## src/rtl/present_pkg.sv

```systemverilog
// -----------------------------------------------------------------------------
// present_pkg
// Shared definitions for the PRESENT-80 decryptor:
//   - block/key/round sizes and round-counter constants
//   - FSM state enum and key-schedule mode enum
//   - forward and inverse S-box tables
//   - round-layer and key-schedule helper functions
// -----------------------------------------------------------------------------
package present_pkg;

    localparam int KEY_W  = 80;
    localparam int BLK_W  = 64;
    localparam int ROUNDS = 31;
    localparam int RC_W   = 5;
    localparam int RK_W   = 64;

    localparam logic [RC_W-1:0] RC_FIRST = 5'd1;
    localparam logic [RC_W-1:0] RC_LAST  = 5'd31;
    localparam logic [RC_W-1:0] RC_ZERO  = 5'd0;

    typedef enum logic [1:0] {
        IDLE   = 2'd0,
        KEYEXP = 2'd1,
        DEC    = 2'd2
    } state_e;

    // Key-schedule register operation requested by the top FSM each cycle.
    typedef enum logic [2:0] {
        KS_HOLD    = 3'd0,
        KS_LOAD    = 3'd1,
        KS_RESTORE = 3'd2,
        KS_FWD     = 3'd3,
        KS_INV     = 3'd4
    } ks_mode_e;

    // Nibble n of the packed constant is the substitution for input value n.
    localparam logic [15:0][3:0] SBOX     = 64'h21748FE3DA09B65C;
    localparam logic [15:0][3:0] INV_SBOX = 64'hA970364BD21C8FE5;

    // Destination of bit i under the forward permutation layer.
    function automatic int p_pos(input int i);
        int pos;
        if (i == 63) begin
            pos = 63;
        end else begin
            pos = (16 * i) % 63;
        end
        return pos;
    endfunction

    function automatic logic [BLK_W-1:0] sbox_layer(input logic [BLK_W-1:0] x);
        logic [BLK_W-1:0] y;
        y = 64'd0;
        for (int n = 0; n < 16; n++) begin
            y[4*n +: 4] = SBOX[x[4*n +: 4]];
        end
        return y;
    endfunction

    function automatic logic [BLK_W-1:0] inv_sbox_layer(input logic [BLK_W-1:0] x);
        logic [BLK_W-1:0] y;
        y = 64'd0;
        for (int n = 0; n < 16; n++) begin
            y[4*n +: 4] = INV_SBOX[x[4*n +: 4]];
        end
        return y;
    endfunction

    function automatic logic [BLK_W-1:0] p_layer(input logic [BLK_W-1:0] x);
        logic [BLK_W-1:0] y;
        y = 64'd0;
        for (int i = 0; i < 64; i++) begin
            y[p_pos(i)] = x[i];
        end
        return y;
    endfunction

    // Pulls each bit back from where the forward layer would have sent it.
    function automatic logic [BLK_W-1:0] inv_p_layer(input logic [BLK_W-1:0] x);
        logic [BLK_W-1:0] y;
        y = 64'd0;
        for (int i = 0; i < 64; i++) begin
            y[i] = x[p_pos(i)];
        end
        return y;
    endfunction

    // Forward key update for round counter rc: rotate left 61, S-box the top
    // nibble, then fold the counter into bits 19:15.
    function automatic logic [KEY_W-1:0] key_fwd(input logic [KEY_W-1:0] k,
                                                 input logic [RC_W-1:0]  rc);
        logic [KEY_W-1:0] t;
        t          = {k[18:0], k[79:19]};
        t[79:76]   = SBOX[t[79:76]];
        t[19:15]   = t[19:15] ^ rc;
        return t;
    endfunction

    // Exact inverse of key_fwd for the same rc, steps undone in reverse order.
    function automatic logic [KEY_W-1:0] key_inv(input logic [KEY_W-1:0] k,
                                                 input logic [RC_W-1:0]  rc);
        logic [KEY_W-1:0] t;
        t          = k;
        t[19:15]   = t[19:15] ^ rc;
        t[79:76]   = INV_SBOX[t[79:76]];
        return {t[60:0], t[79:61]};
    endfunction

endpackage

```

## src/rtl/present_key_sched.sv

```systemverilog
// -----------------------------------------------------------------------------
// present_key_sched
// Owns the working key register K and the saved final key KL.
// Ports:
//   clk_i, rst_ni  : clock, asynchronous active-low reset
//   mode_i         : operation applied to K this cycle (hold/load/restore/fwd/inv)
//   rc_i           : round counter used by the forward/inverse update
//   save_kl_i      : with KS_FWD, also capture the updated key into KL
//   key_i          : new key for KS_LOAD
//   round_key_o    : current round key, K[79:16]
// -----------------------------------------------------------------------------
module present_key_sched
    import present_pkg::*;
(
    input  logic              clk_i,
    input  logic              rst_ni,
    input  ks_mode_e          mode_i,
    input  logic [RC_W-1:0]   rc_i,
    input  logic              save_kl_i,
    input  logic [KEY_W-1:0]  key_i,
    output logic [RK_W-1:0]   round_key_o
);

    logic [KEY_W-1:0] k_q;
    logic [KEY_W-1:0] k_d;
    logic [KEY_W-1:0] kl_q;
    logic [KEY_W-1:0] kl_d;
    logic [KEY_W-1:0] fwd_s;

    assign fwd_s       = key_fwd(k_q, rc_i);
    assign round_key_o = k_q[79:16];

    // Next-key selection driven by the FSM mode.
    always_comb begin
        k_d  = k_q;
        kl_d = kl_q;
        case (mode_i)
            KS_HOLD: begin
                k_d = k_q;
            end
            KS_LOAD: begin
                k_d = key_i;
            end
            KS_RESTORE: begin
                k_d = kl_q;
            end
            KS_FWD: begin
                k_d = fwd_s;
                if (save_kl_i) begin
                    kl_d = fwd_s;
                end else begin
                    kl_d = kl_q;
                end
            end
            KS_INV: begin
                k_d = key_inv(k_q, rc_i);
            end
            default: begin
                k_d = k_q;
            end
        endcase
    end

    // Key and saved-final-key registers.
    always_ff @(posedge clk_i or negedge rst_ni) begin
        if (!rst_ni) begin
            k_q  <= 80'd0;
            kl_q <= 80'd0;
        end else begin
            k_q  <= k_d;
            kl_q <= kl_d;
        end
    end

endmodule

```

## src/rtl/present_dec.sv

```systemverilog
// -----------------------------------------------------------------------------
// present_dec
// PRESENT-80 block decryptor, one round per clock.
// A key load runs the forward schedule once (31 cycles) and saves the final
// round key; each decryption restores that key and walks the rounds backwards
// (32 cycles). A ciphertext strobed together with a key is parked and started
// as soon as the expansion finishes.
// Ports:
//   inClk, inRstN  : clock, asynchronous active-low reset
//   inKeyWr        : key load strobe, inKeyData sampled when accepted
//   inDataWr       : ciphertext strobe, inData sampled when accepted
//   outData        : registered plaintext of the last completed decryption
//   outBusy        : high during key expansion or decryption; strobes ignored
// -----------------------------------------------------------------------------
module present_dec
    import present_pkg::*;
(
    input  logic              inClk,
    input  logic              inRstN,
    input  logic              inKeyWr,
    input  logic [KEY_W-1:0]  inKeyData,
    input  logic              inDataWr,
    input  logic [BLK_W-1:0]  inData,
    output logic [BLK_W-1:0]  outData,
    output logic              outBusy
);

    state_e            state_q, state_d;
    logic [RC_W-1:0]   rc_q, rc_d;
    logic [BLK_W-1:0]  s_q, s_d;
    logic [BLK_W-1:0]  p_q, p_d;
    logic              pending_q, pending_d;
    logic              key_valid_q, key_valid_d;
    logic [BLK_W-1:0]  out_data_q, out_data_d;
    logic              busy_q, busy_d;

    ks_mode_e          ks_mode_s;
    logic              save_kl_s;
    logic [RK_W-1:0]   round_key_s;

    present_key_sched u_key_sched (
        .clk_i       (inClk),
        .rst_ni      (inRstN),
        .mode_i      (ks_mode_s),
        .rc_i        (rc_q),
        .save_kl_i   (save_kl_s),
        .key_i       (inKeyData),
        .round_key_o (round_key_s)
    );

    // FSM next-state, datapath and key-schedule control.
    always_comb begin
        state_d     = state_q;
        rc_d        = rc_q;
        s_d         = s_q;
        p_d         = p_q;
        pending_d   = pending_q;
        key_valid_d = key_valid_q;
        out_data_d  = out_data_q;
        busy_d      = busy_q;
        ks_mode_s   = KS_HOLD;
        save_kl_s   = 1'b0;

        case (state_q)
            IDLE: begin
                if (inKeyWr) begin
                    ks_mode_s = KS_LOAD;
                    rc_d      = RC_FIRST;
                    state_d   = KEYEXP;
                    busy_d    = 1'b1;
                    if (inDataWr) begin
                        p_d       = inData;
                        pending_d = 1'b1;
                    end else begin
                        pending_d = 1'b0;
                    end
                end else if (inDataWr && key_valid_q) begin
                    ks_mode_s = KS_RESTORE;
                    s_d       = inData;
                    rc_d      = RC_LAST;
                    state_d   = DEC;
                    busy_d    = 1'b1;
                end else begin
                    state_d   = IDLE;
                end
            end

            KEYEXP: begin
                ks_mode_s = KS_FWD;
                rc_d      = rc_q + 5'd1;
                if (rc_q == RC_LAST) begin
                    save_kl_s   = 1'b1;
                    key_valid_d = 1'b1;
                    // The schedule output is already the final key, so a
                    // parked ciphertext can start decrypting immediately.
                    if (pending_q) begin
                        s_d       = p_q;
                        pending_d = 1'b0;
                        rc_d      = RC_LAST;
                        state_d   = DEC;
                    end else begin
                        rc_d      = RC_ZERO;
                        state_d   = IDLE;
                        busy_d    = 1'b0;
                    end
                end else begin
                    state_d = KEYEXP;
                end
            end

            DEC: begin
                if (rc_q != RC_ZERO) begin
                    s_d       = inv_sbox_layer(inv_p_layer(s_q ^ round_key_s));
                    ks_mode_s = KS_INV;
                    rc_d      = rc_q - 5'd1;
                    state_d   = DEC;
                end else begin
                    // Final whitening with the first round key; K is back
                    // to the loaded key at this point.
                    out_data_d = s_q ^ round_key_s;
                    busy_d     = 1'b0;
                    state_d    = IDLE;
                end
            end

            default: begin
                state_d   = IDLE;
                rc_d      = RC_ZERO;
                pending_d = 1'b0;
                busy_d    = 1'b0;
            end
        endcase
    end

    // Control and datapath registers.
    always_ff @(posedge inClk or negedge inRstN) begin
        if (!inRstN) begin
            state_q     <= IDLE;
            rc_q        <= 5'd0;
            s_q         <= 64'd0;
            p_q         <= 64'd0;
            pending_q   <= 1'b0;
            key_valid_q <= 1'b0;
            out_data_q  <= 64'd0;
            busy_q      <= 1'b0;
        end else begin
            state_q     <= state_d;
            rc_q        <= rc_d;
            s_q         <= s_d;
            p_q         <= p_d;
            pending_q   <= pending_d;
            key_valid_q <= key_valid_d;
            out_data_q  <= out_data_d;
            busy_q      <= busy_d;
        end
    end

    assign outData = out_data_q;
    assign outBusy = busy_q;

endmodule

```

## config.mk

```make
export PLATFORM = sky130hd
export DESIGN_NAME = present_dec
export DESIGN_NICKNAME = d
export VERILOG_FILES = /design/src/rtl/present_pkg.sv /design/src/rtl/present_key_sched.sv /design/src/rtl/present_dec.sv
export SDC_FILE = /design/constraint.sdc
export NUM_CORES = 1
export LEC_CHECK = 0
export ABC_AREA = 1
export BUFFER_PORTS_ARGS = -buffer_cell sky130_fd_sc_hd__buf_2
export CELL_PAD_IN_SITES_DETAIL_PLACEMENT = 0
export CELL_PAD_IN_SITES_GLOBAL_PLACEMENT = 1
export CORE_MARGIN = 2
export CORE_UTILIZATION = 30
export CTS_CLUSTER_SIZE = 25
export DETAILED_ROUTE_END_ITERATION = 12
export PLACE_DENSITY_LB_ADDON = 0.1
export SETUP_SLACK_MARGIN = 0.3
export SYNTH_ARGS = -nofsm -noshare
export SYNTH_HDL_FRONTEND = slang
export SYNTH_SLANG_ARGS = --single-unit
```

## constraint.sdc

```tcl
create_clock -name inClk -period 2.3 [get_ports inClk]
set_input_delay 0.345 -clock inClk [delete_from_list [all_inputs] [get_ports inClk]]
set_output_delay 0.345 -clock inClk [all_outputs]
set_load 0.03 [all_outputs]
```

==> results by group, run 1 <==
Placement
  • IO buf count: 212
  • Pre-CTS worst setup slack: -0.124 ns
  • GPL Wtd Cong: 0.835
  • Hpwl dp: 67000 um
  • Placed Cells: 4337

Drt
  • Initial DRC count: 1825
  • Drt first pass iters: 7
  • Drt via density: 4.94
  • Post-Route WL: 100000 um
  • Via count: 22400
  • Post-route ant nets: 0
  • DRC violations left: 0
  • Drt wl/cell: 22.0 um

GRT
  • First-pass GRT wire length: 142000 um
  • Vias in the first global route: 21500
  • Total Routing Usage GR: 0.252
  • Overflow left after global routing: 0
  • Largest net degree at the start of global routing: 103
  • Initial antenna violation count: 1

Power and ir drop
  • Leakage Power: 15.7 nW
  • Worst vdd ir: 0.783 mV
  • Power per Cell Area: 1360 nW/um^2
  • Power consumption: 41.1 mW

Synth
  • Top_reg_cell synth: dfrtp_1
  • Sequential area share after synthesis: 0.411
  • Ys Warns: 0
  • Mapped Area: 22100 um^2
  • Area contributors post-synth: dfrtp_1 41%, nand2_1 20%, o21ai_0 6.8%
  • Synth area leader: dfrtp_1
  • Share of the synthesized area in the top cell type: 0.411
  • Syn nets: 3394
  • Syn avg cell area: 7.05 um^2
  • Distinct cells, synth: 33
  • EDFF count, synth: 0
  • Post-Syn Instances: 3132
  • Async S/R FF share, synth: 1.00
  • #FFs+latches synth: 362

Cells and area
  • Commonest non-fill, non-tap cells in the layout: 1138 x nand2_1, 356 x dfrtp_1, 278 x o21ai_0, 269 x inv_1, 211 x buf_2
  • Antenna cells: 0
  • Final core occ: 0.415
  • Area Overhead vs Synth: 37.0%
  • Number of fill cells: 7543
  • Layout net count: 3804
  • Layout cells sized above 1: 0.225
  • Commonest non-fill, non-tap cell in the layout: nand2_1
  • Post-Layout Cell Count: 4539

STA
  • Final Cycle Share: 0.951
  • Pin slew with the least headroom to its limit: 0.850 ns
  • Setup TNS: 0 ns
  • Final setup viols: 0
  • Worst setup margin: 0.112 ns
  • Max-Slew Margin vs Limit: 0.429
  • Final worst path period need: 2.19 ns
  • Final Max Slew Viols: 0
  • Final Skew: 0.0247 ns
  • Peak Freq: 0.457 GHz
  • RSZ-0062 raised after global routing: yes
  • Final hold vios: 0

Clock network
  • CTS sink count: 362
  • CTS tree: built
  • Clock-pin slew on the worst setup and hold paths: 0.07 ns
  • Worst skew pair latency: 0.61 ns
  • H-Tree Depth: 2
  • Clock Tree Root: clkbuf_16
  • Cts bufs inserted: 49
  • Max clock buf depth: 3

Critical path
  • Crit path max fanout: 7
  • Critical Path End Type: register
  • CP peak stage delay: 0.40 ns
  • CP Data Arrival Time: 2.66 ns
  • CP startpoint kind: register
  • Crit Path Category: reg -> reg
  • R2R cell count: 12
  • Req. time, crit path: 2.78 ns
  • Critical path, cell by cell: ha_2 > nand2_2 > nor2_4 > ha_4 > buf_4 > buf_4 > nand2_2 > nor2_4 > buf_12 > buf_12 > clkbuf_16 > o21ai_0
  • Slowest stage cell, crit path: dfrtp_1

Hold path
  • Hold-critical path depth: 3
  • Hold/Removal Path Class: in -> reg

Die
  • Initial Utilization: 0.303
  • Vert. Die Dim: 275 um
  • Chip Width: 275 um
  • # IOs: 213
  • Core ar.: 72800 um^2
  • Core Rows: 99
  • Full die area: 75700 um^2

Run status
  • Status: completed

Job
  • MaxCap Viol Count: 0
[kinds of logic after synthesis]
kind of cell,Yosys count,synth area share
adders and majority gates,114,0.0646
muxes,12,0.00612
DFF,362,0.411
AOI/OAI and AO/OA,493,0.113
buffers and inverters,451,0.0830
xor gates and xnor gates,58,0.0230
and+or+nand+nor,1642,0.300
[worst paths after layout]
| path | to | slack (ns) | start |
|---|---|---|---|
| max in group asynchronous | s_q[19]$_DFFE_PN0P_ | 1.24 | inRstN |
| min in group asynchronous | p_q[0]$_DFFE_PN0P_ | 0.21 | inRstN |
| setup / recovery | u_key_sched.kl_q[50]$_DFFE_PN0P_ | 0.11 | rc_q[0]$_DFFE_PN0P_ |
| setup reg to reg | u_key_sched.kl_q[50]$_DFFE_PN0P_ | 0.11 | rc_q[0]$_DFFE_PN0P_ |
| hold reg to reg | outData[35]$_DFFE_PN0P_ | 0.47 | outData[35]$_DFFE_PN0P_ |
| hold / removal | p_q[0]$_DFFE_PN0P_ | 0.03 | inData[0] |
[per-layer routing]
layer | global-route usage | vias to the layer above | wire length, um
li1 | - | 10800 | -
met1 | 0.350 | 10800 | 45200
met2 | 0.410 | 647 | 46500
met3 | 0.0256 | 148 | 4630
met4 | 0.0842 | 0 | 3790
met5 | 0 | - | 0
[cell type report]
| type | count | area, um^2 | share of cell area |
|---|---|---|---|
| clock buffer | 69 | 1460 | 0.0484 |
| clock inverter | 20 | 189 | 0.00625 |
| timing repair buffer | 528 | 5210 | 0.172 |
| inverter | 282 | 1080 | 0.0357 |
| sequential | 362 | 9070 | 0.300 |
| tap | 959 | 1200 | 0.0397 |
| multi-input combinational | 2319 | 12000 | 0.398 |
[Yosys cell counts, types with 3 or more instances]
| cell type | instances |
|---|---|
| nand2_1 | 1196 |
| dfrtp_1 | 362 |
| o21ai_0 | 302 |
| inv_1 | 272 |
| nor2_1 | 194 |
| a21oi_1 | 174 |
| nand3_1 | 161 |
| ha_1 | 114 |
| buf_2 | 89 |
| nand4_1 | 81 |
| clkbuf_1 | 57 |
| xnor2_1 | 37 |
| xor2_1 | 21 |
| buf_1 | 18 |
| mux2_2 | 12 |
| inv_2 | 9 |
| o21ai_1 | 6 |
| o211ai_1 | 5 |
| buf_4 | 3 |
[sequential cells by signal, summed over array words and instances, names as in the netlist]
register          count
key_valid_q           1
outBusy               1
outData              64
p_q                  64
pending_q             1
rc_q                  5
s_q                  64
state_q               2
u_key_sched.k_q      80
u_key_sched.kl_q     80
[report_power, final]
group | switching (mW) | internal [mW] | total (mW)
Combinational | 13.6 | 8.33 | 22.0
Sequential | 2.53 | 8.61 | 11.1
Clock | 3.22 | 4.76 | 7.97
Total | 19.4 | 21.7 | 41.1
[through the flow]
| stage | hold slack (ns) | instance area, um^2 |
|---|---|---|
| after floorplan | 0.0494 | 22100 |
| after global placement | 0.234 | 25600 |
| after detailed placement | 0.238 | 25600 |
| after CTS | 0.00536 | 28600 |
| after global routing | 0.0466 | 30200 |
| final | 0.0310 | 30200 |
[worst max-delay path, delay by kind of cell (launching register included)]
| family | cells | cell delay, ns |
|---|---|---|
| adder cells (fa/ha/maj) | 2 | 0.37 |
| AND/OR/NAND/NOR | 4 | 0.49 |
| AO/OA/AOI/OAI | 1 | 0.09 |
| buffers and inverters | 5 | 0.69 |
| flip-flops | 1 | 0.40 |
[what timing repair did]
action	in CTS	in global routing
pin swaps	22	85
setup buffers	32	25
hold buffers	10	0
cloned	20	26
setup endpoints to repair	279	321
endpoints found under the hold margin	72	0
gates resized for setup	95	243
Power figures use the tool's default switching activity.
==> inputs of run 2 (changes only) <==
==> constraint.sdc (replaced) <==
create_clock -name inClk -period 1.8 [get_ports inClk]
set_input_delay 0.27 -clock inClk [delete_from_list [all_inputs] [get_ports inClk]]
set_output_delay 0.27 -clock inClk [all_outputs]
set_load 0.03 [all_outputs]
==> run 2 against run 1 <==
The flow now finishes with violations (setup timing). Highest routed layer unchanged. Critical endpoint is now u_key_sched.k_q[3]$_DFFE_PN0P_. Core utilization up 2.4 points. Combinational power grew 40%. Sequential power is 27% higher.
==> results by group, run 2 (synthesis results as in run 1) <==
Clock network
  • Clock-pin slew on the worst setup and hold paths: 0.07 ns (about the same)
  • Worst skew pair latency: 0.61 ns (about the same)
  • H-Tree Depth: 2 (unchanged)
  • CTS tree: built
  • Cts bufs inserted: 48 (-2.0%)
  • CTS sink count: 362 (unchanged)
  • Max clock buf depth: 3 (unchanged)
  • Clock Tree Root: clkbuf_16

Job
  • MaxCap Viol Count: 0 (unchanged)

GRT
  • First-pass GRT wire length: 142000 um (about the same)
  • Total Routing Usage GR: 0.250 (-0.00170)
  • Overflow left after global routing: 0 (unchanged)
  • Largest net degree at the start of global routing: 87 (-16%)
  • Initial antenna violation count: 1 (unchanged)
  • Vias in the first global route: 22200 (+3.4%)

Hold path
  • Hold/Removal Path Class: in -> reg

Drt
  • DRC violations left: 0 (unchanged)
  • Initial DRC count: 1496 (-18%)
  • Via count: 23000 (+2.7%)
  • Drt wl/cell: 21.6 um (-1.9%)
  • Post-Route WL: 102000 um (+2.1%)
  • Drt via density: 4.87 (-1.3%)
  • Drt first pass iters: 5 (-2)
  • Post-route ant nets: 0 (unchanged)

Cells and area
  • Post-Layout Cell Count: 4721 (+4.0%)
  • Antenna cells: 0 (unchanged)
  • Commonest non-fill, non-tap cells in the layout: 1149 x nand2_1, 358 x dfrtp_1, 276 x buf_4, 266 x inv_1, 231 x o21ai_0
  • Number of fill cells: 7484 (-0.78%)
  • Area Overhead vs Synth: 44.8%
  • Area of the multi-input gates: 11900 um^2 (-1.2%)
  • Commonest non-fill, non-tap cell in the layout: nand2_1
  • Layout cells sized above 1: 0.243 (+0.0186)
  • Biggest regs: u_key_sched.k_q (80), u_key_sched.kl_q (80)
  • Layout net count: 3990 (+4.9%)
  • Final core occ: 0.439 (+0.0237)
  • Register Area: 9060 um^2 (about the same)

Die
  • Initial Utilization: 0.303 (unchanged)
  • Vert. Die Dim: 275 um (unchanged)
  • Core Rows: 99 (unchanged)
  • Full die area: 75700 um^2 (unchanged)
  • # IOs: 213 (unchanged)
  • Core ar.: 72800 um^2 (unchanged)
  • Chip Width: 275 um (unchanged)

STA
  • Max-Slew Margin vs Limit: 0.497 (+0.0682)
  • Final hold vios: 0 (unchanged)
  • Final worst path period need: 2.15 ns (-0.0355 ns)
  • Final setup viols: 356 (+356)
  • Peak Freq: 0.464 GHz (+1.6%)
  • Final Max Slew Viols: 0 (unchanged)
  • Pin slew with the least headroom to its limit: 0.754 ns (-0.0962 ns)
  • RSZ-0062 raised after global routing: yes
  • Final Skew: 0.0230 ns (-0.00169 ns)
  • Worst setup margin: -0.353 ns (-0.465 ns)
  • WHS: 0.0120 ns (-0.0189 ns)
  • Final Cycle Share: 1.20 (+0.245)

Run status
  • Status: complete, but fails checks
  • Failing checks: setup timing

Critical path
  • Crit path max fanout: 6 (-1)
  • Req. time, crit path: 2.29 ns (-0.49 ns)
  • CP startpoint kind: register
  • Crit Path Category: reg -> reg
  • Critical Path End Type: register
  • CP Data Arrival Time: 2.64 ns (-0.02 ns)

Placement
  • Hpwl dp: 67000 um (about the same)
  • Placed Cells: 4458 (+2.8%)
  • IO buf count: 212 (unchanged)
  • GPL Wtd Cong: 0.854 (+2.3%)

Power and ir drop
  • Leakage Power: 16.7 nW (+6.5%)
  • Power per Cell Area: 1700 nW/um^2 (+25%)
  • Power consumption: 54.4 mW (+32%)
  • Worst vdd ir: 0.726 mV (-7.3%)
## run 2: cell types whose count changed in the layout (fill, tap and decap cells not counted), sizes merged
| cell | delta |
|---|---|
| bufinv | -1 |
| clkinvlp | +1 |
| inv | -1 |
| bufbuf | +1 |
| clkbuf | +16 |
| dlygate4sd3 | +48 |
| buf | +124 |
| clkinv | -6 |
## run 2: path summary, 6_finish.rpt
check / end / from / depth (start not counted) / slack (ns)
max in group asynchronous: u_key_sched.k_q[21]$_DFFE_PN0P_ / inRstN / 3 / 0.92
worst max register to register: u_key_sched.k_q[3]$_DFFE_PN0P_ / rc_q[0]$_DFFE_PN0P_ / 15 / -0.35
worst max-delay path: u_key_sched.k_q[3]$_DFFE_PN0P_ / rc_q[0]$_DFFE_PN0P_ / 15 / -0.35
worst min register to register: key_valid_q$_DFFE_PN0P_ / key_valid_q$_DFFE_PN0P_ / 2 / 0.47
worst min-delay path: p_q[1]$_DFFE_PN0P_ / inData[1] / 3 / 0.01
min in group asynchronous: outData[2]$_DFFE_PN0P_ / inRstN / 2 / 0.08
## run 2: cell type report
class,count,share of cell area
multi-input combinational,2319,0.372
sequential,362,0.284
timing repair buffer,715,0.225
clock buffer,71,0.0435
tap,959,0.0375
inverter,282,0.0342
clock inverter,13,0.00399
## run 2: critical path, cell delays in order (launching register included)
cell and delay (ns):
dfrtp_1 0.39, buf_4 0.13, inv_2 0.04, ha_4 0.17, nand3_4 0.09, nand3_4 0.11, nor2_4 0.18, clkinv_4 0.10
buf_12 0.15, buf_12 0.14, buf_12 0.13, buf_16 0.14, nand4_1 0.11, nand2_1 0.06, nand2_1 0.05, nand2_1 0.05
## run 2: timing repair
item,in CTS,in global routing
pin swaps,40,60
hold endpoints to repair,385,0
setup buffers,30,23
endpoints found under the setup margin,368,369
hold buffers,58,0
gates cloned,21,47
gates resized for setup,166,217
## run 2: layer usage
| metal | global-route usage | part of all wire | routed length (um) | vias up |
|---|---|---|---|---|
| met5 | 0 | 0 | 0 | - |
| met4 | 0.0654 | 0.034 | 3480 | 0 |
| met3 | 0.0286 | 0.043 | 4400 | 159 |
| met2 | 0.425 | 0.48 | 48500 | 639 |
| met1 | 0.338 | 0.45 | 45700 | 11100 |
| li1 | - | - | - | 11200 |
## run 2: stage by stage
step / cell area, um^2 / setup WS [ns] / TNS [ns]
after floorplan: 22100 / -0.0599 / -2.83
after global placement: 26600 / -0.551 / -77.73
after detailed placement: 26600 / -0.499 / -79.81
after CTS: 30100 / -0.296 / -51.09
after global routing: 32000 / -0.426 / -98.72
final: 32000 / -0.353 / -69.44
## run 2: where the power goes
part,switching [mW],internal [mW]
Sequential,3.05,11.0
Clock,3.96,5.59
Combinational,18.2,12.6
Total,25.2,29.2
==> inputs of run 3 (changes only) <==
--- a/config.mk
+++ b/config.mk
@@ -9,6 +9,7 @@
 export BUFFER_PORTS_ARGS = -buffer_cell sky130_fd_sc_hd__buf_2
 export CELL_PAD_IN_SITES_DETAIL_PLACEMENT = 0
 export CELL_PAD_IN_SITES_GLOBAL_PLACEMENT = 1
+export CORE_ASPECT_RATIO = 1.2
 export CORE_MARGIN = 2
 export CORE_UTILIZATION = 30
 export CTS_CLUSTER_SIZE = 25
==> run 3 against run 2 <==
Clock skew rose by 0.025 ns. Setup slack got worse by 0.059 ns. Fmax fell by 2.7%. The run still ends with setup timing left. Critical path depth fell by 1. Global-route usage rose by 0.85 points. Routed wire length rose by 7.9%. Power rose by 6.7%. Die area barely moved. Combinational power rose by 13%. Via count rose by 4.2%. Core utilization rose by 3.1 points.
==> results by group, run 3 (synthesis results as in run 1) <==
Run status
  • Status: complete, but fails checks
  • Failing checks: setup timing

Cells and area
  • Layout cells sized above 1: 0.320 (+0.0766)
  • Post-Layout Cell Count: 4784 (+1.3%)
  • Number of fill cells: 7211 (-3.6%)
  • Commonest non-fill, non-tap cells in the layout: 1005 x nand2_1, 359 x dfrtp_1, 300 x buf_4, 266 x inv_1, 211 x buf_2
  • Final core occ: 0.470 (+0.0315)
  • Layout net count: 4078 (+2.2%)
  • Antenna cells: 0 (unchanged)
  • Biggest regs: u_key_sched.k_q (80), u_key_sched.kl_q (80)
  • Area Overhead vs Synth: 54.6%
  • Commonest non-fill, non-tap cell in the layout: nand2_1

Drt
  • Post-Route WL: 110000 um (+7.9%)
  • Drt first pass iters: 6 (+1)
  • Drt wl/cell: 23.0 um (+6.5%)
  • Post-route ant nets: 0 (unchanged)
  • Drt via density: 5.02 (+2.9%)
  • Via count: 24000 (+4.2%)
  • DRC violations left: 0 (unchanged)
  • Initial DRC count: 1756 (+17%)

Hold path
  • Hold/Removal Path Class: in -> reg
  • Worst min-delay path startpoint: inData[10]
  • Hold-critical path depth: 3 (unchanged)

Critical path
  • Slowest stage cell, crit path: dfrtp_1
  • CP peak stage delay: 0.40 ns (about the same)
  • Top Family by Delay on Critical Path: buffers and inverters
  • R2R cell count: 14 (-1)
  • Crit Path Category: reg -> reg
  • Reg2reg setup slack: -0.41 ns (-0.06 ns)
  • Crit. path cell count: 14 (-1)
  • Critical Path End Type: register
  • Req. time, crit path: 2.27 ns (-0.02 ns)
  • Crit. Startpoint: state_q[0]$_DFF_PN0_
  • Crit path max fanout: 9 (+3)
  • Crit path buffers/inverters: 8 (+1)
  • CP Data Arrival Time: 2.68 ns (+0.04 ns)
  • Worst r2r src: state_q[0]$_DFF_PN0_
  • Crit-path most repeated cell: buf_4
  • CP startpoint kind: register
  • Critical path, cell by cell: buf_4 > buf_4 > ha_4 > inv_1 > nor2_2 > nor3_2 > o211ai_1 > buf_4 > buf_12 > buf_16 > buf_12 > buf_6 > nand2_2 > nand2_1

STA
  • Worst setup margin: -0.412 ns (-0.0592 ns)
  • Pin slew with the least headroom to its limit: 0.601 ns (-0.153 ns)
  • Final Cycle Share: 1.23 (+0.0329)
  • Final Max Slew Viols: 0 (unchanged)
  • Peak Freq: 0.452 GHz (-2.7%)
  • Max-Slew Margin vs Limit: 0.595 (+0.0978)
  • Final Skew: 0.0479 ns (+0.0249 ns)
  • Final setup viols: 237 (-33%)
  • Setup TNS: -59.67 ns (+9.77 ns)
  • Final worst path period need: 2.21 ns (+0.0592 ns)
  • Final hold vios: 0 (unchanged)
  • RSZ-0062 raised after global routing: yes

GRT
  • Initial antenna violation count: 1 (unchanged)
  • Total Routing Usage GR: 0.259 (+0.00850)
  • Vias in the first global route: 23000 (+3.3%)
  • Overflow left after global routing: 0 (unchanged)
  • Largest net degree at the start of global routing: 129 (+48%)
  • First-pass GRT wire length: 146000 um (+2.6%)

Placement
  • Hpwl dp: 68900 um (+2.8%)
  • Pre-CTS worst setup slack: -0.450 ns (+0.0492 ns)
  • GPL Wtd Cong: 0.897 (+5.0%)
  • Placed Cells: 4473 (+0.34%)
  • IO buf count: 212 (unchanged)

Die
  • Vert. Die Dim: 301 um (+9.4%)
  • # IOs: 213 (unchanged)
  • Chip Width: 252 um (-8.6%)
  • Full die area: 75700 um^2 (about the same)
  • Initial Utilization: 0.304 (+0.00113)
  • Core ar.: 72600 um^2 (-0.37%)
  • Core Rows: 108 (+9.1%)

Power and ir drop
  • Leakage Power: 17.8 nW (+6.7%)
  • Worst vdd ir: 0.835 mV (+15%)
  • Power per Cell Area: 1700 nW/um^2 (about the same)

Clock network
  • Clock Tree Root: clkbuf_16
  • CTS tree: built
  • H-Tree Depth: 2 (unchanged)
  • Max clock buf depth: 3 (unchanged)
  • Worst skew pair latency: 0.61 ns (about the same)
  • Clock-pin slew on the worst setup and hold paths: 0.06 ns (about the same)
  • CTS sink count: 362 (unchanged)
  • Cts bufs inserted: 44 (-8.3%)

Job
  • MaxCap Viol Count: 0 (unchanged)
-- run 3: worst register-to-register path, stage by stage, from the launching register on --
cell and delay (ns):
dfrtp_1 0.40, buf_4 0.16, buf_4 0.14, ha_4 0.17
inv_1 0.07, nor2_2 0.05, nor3_2 0.17, o211ai_1 0.11
buf_4 0.17, buf_12 0.13, buf_16 0.15, buf_12 0.18
buf_6 0.11, nand2_2 0.04, nand2_1 0.05
-- run 3: area by class of cell --
class,instances,area [um^2],area share
Clock buffer,68,1320,0.0388
Clock inverter,11,125,0.00367
Inverter,282,1130,0.0331
Multi-Input combinational cell,2321,12800,0.374
Sequential cell,362,9060,0.266
Tap cell,935,1170,0.0343
Timing Repair Buffer,804,8530,0.250
Timing Repair inverter,1,11.3,0.000330
-- run 3: layer usage --
metal / global-route usage / part of all wire / vias to the layer above
met2: 0.441 / 0.49 / 777
met3: 0.0370 / 0.050 / 217
li1: - / - / 11400
met5: 0 / 0.00012 / -
met1: 0.326 / 0.41 / 11600
met4: 0.113 / 0.052 / 2
-- run 3: path summary, 6_finish.rpt --
| path | endpoint |
|---|---|
| max in group asynchronous | u_key_sched.k_q[36]$_DFFE_PN0P_ |
| worst min register to register | outData[40]$_DFFE_PN0P_ |
| worst min-delay path | p_q[10]$_DFFE_PN0P_ |
| worst max-delay path | s_q[63]$_DFFE_PN0P_ |
| min in group asynchronous | u_key_sched.kl_q[58]$_DFFE_PN0P_ |
| worst max register to register | s_q[63]$_DFFE_PN0P_ |
-- run 3: repair_timing --
action,CTS,global route
endpoints found under the hold margin,390,1
setup endpoints to repair,362,362
gates resized for setup,226,553
gates cloned,34,60
hold buffers,44,1
pin swaps,71,164
buffers inserted,53,40
-- run 3: report_power, final --
part | switching [mW] | total [mW] | internal, mW
clock network | 3.92 | 9.26 | 5.34
logic | 20.1 | 34.9 | 14.7
registers | 2.94 | 13.9 | 11.0
total | 27.0 | 58.1 | 31.1
-- run 3: metrics by stage --
stage	hold WS, ns	instance area (um^2)	power [mW]
5_1_grt	0.0276	34100	62.3
3_3_place_gp	0.185	26800	42.7
6_report	0.0211	34100	58.1
2_1_floorplan	-0.0256	22100	28.9
4_1_cts	0.000134	30900	54.9
3_5_place_dp	0.178	26800	43.0
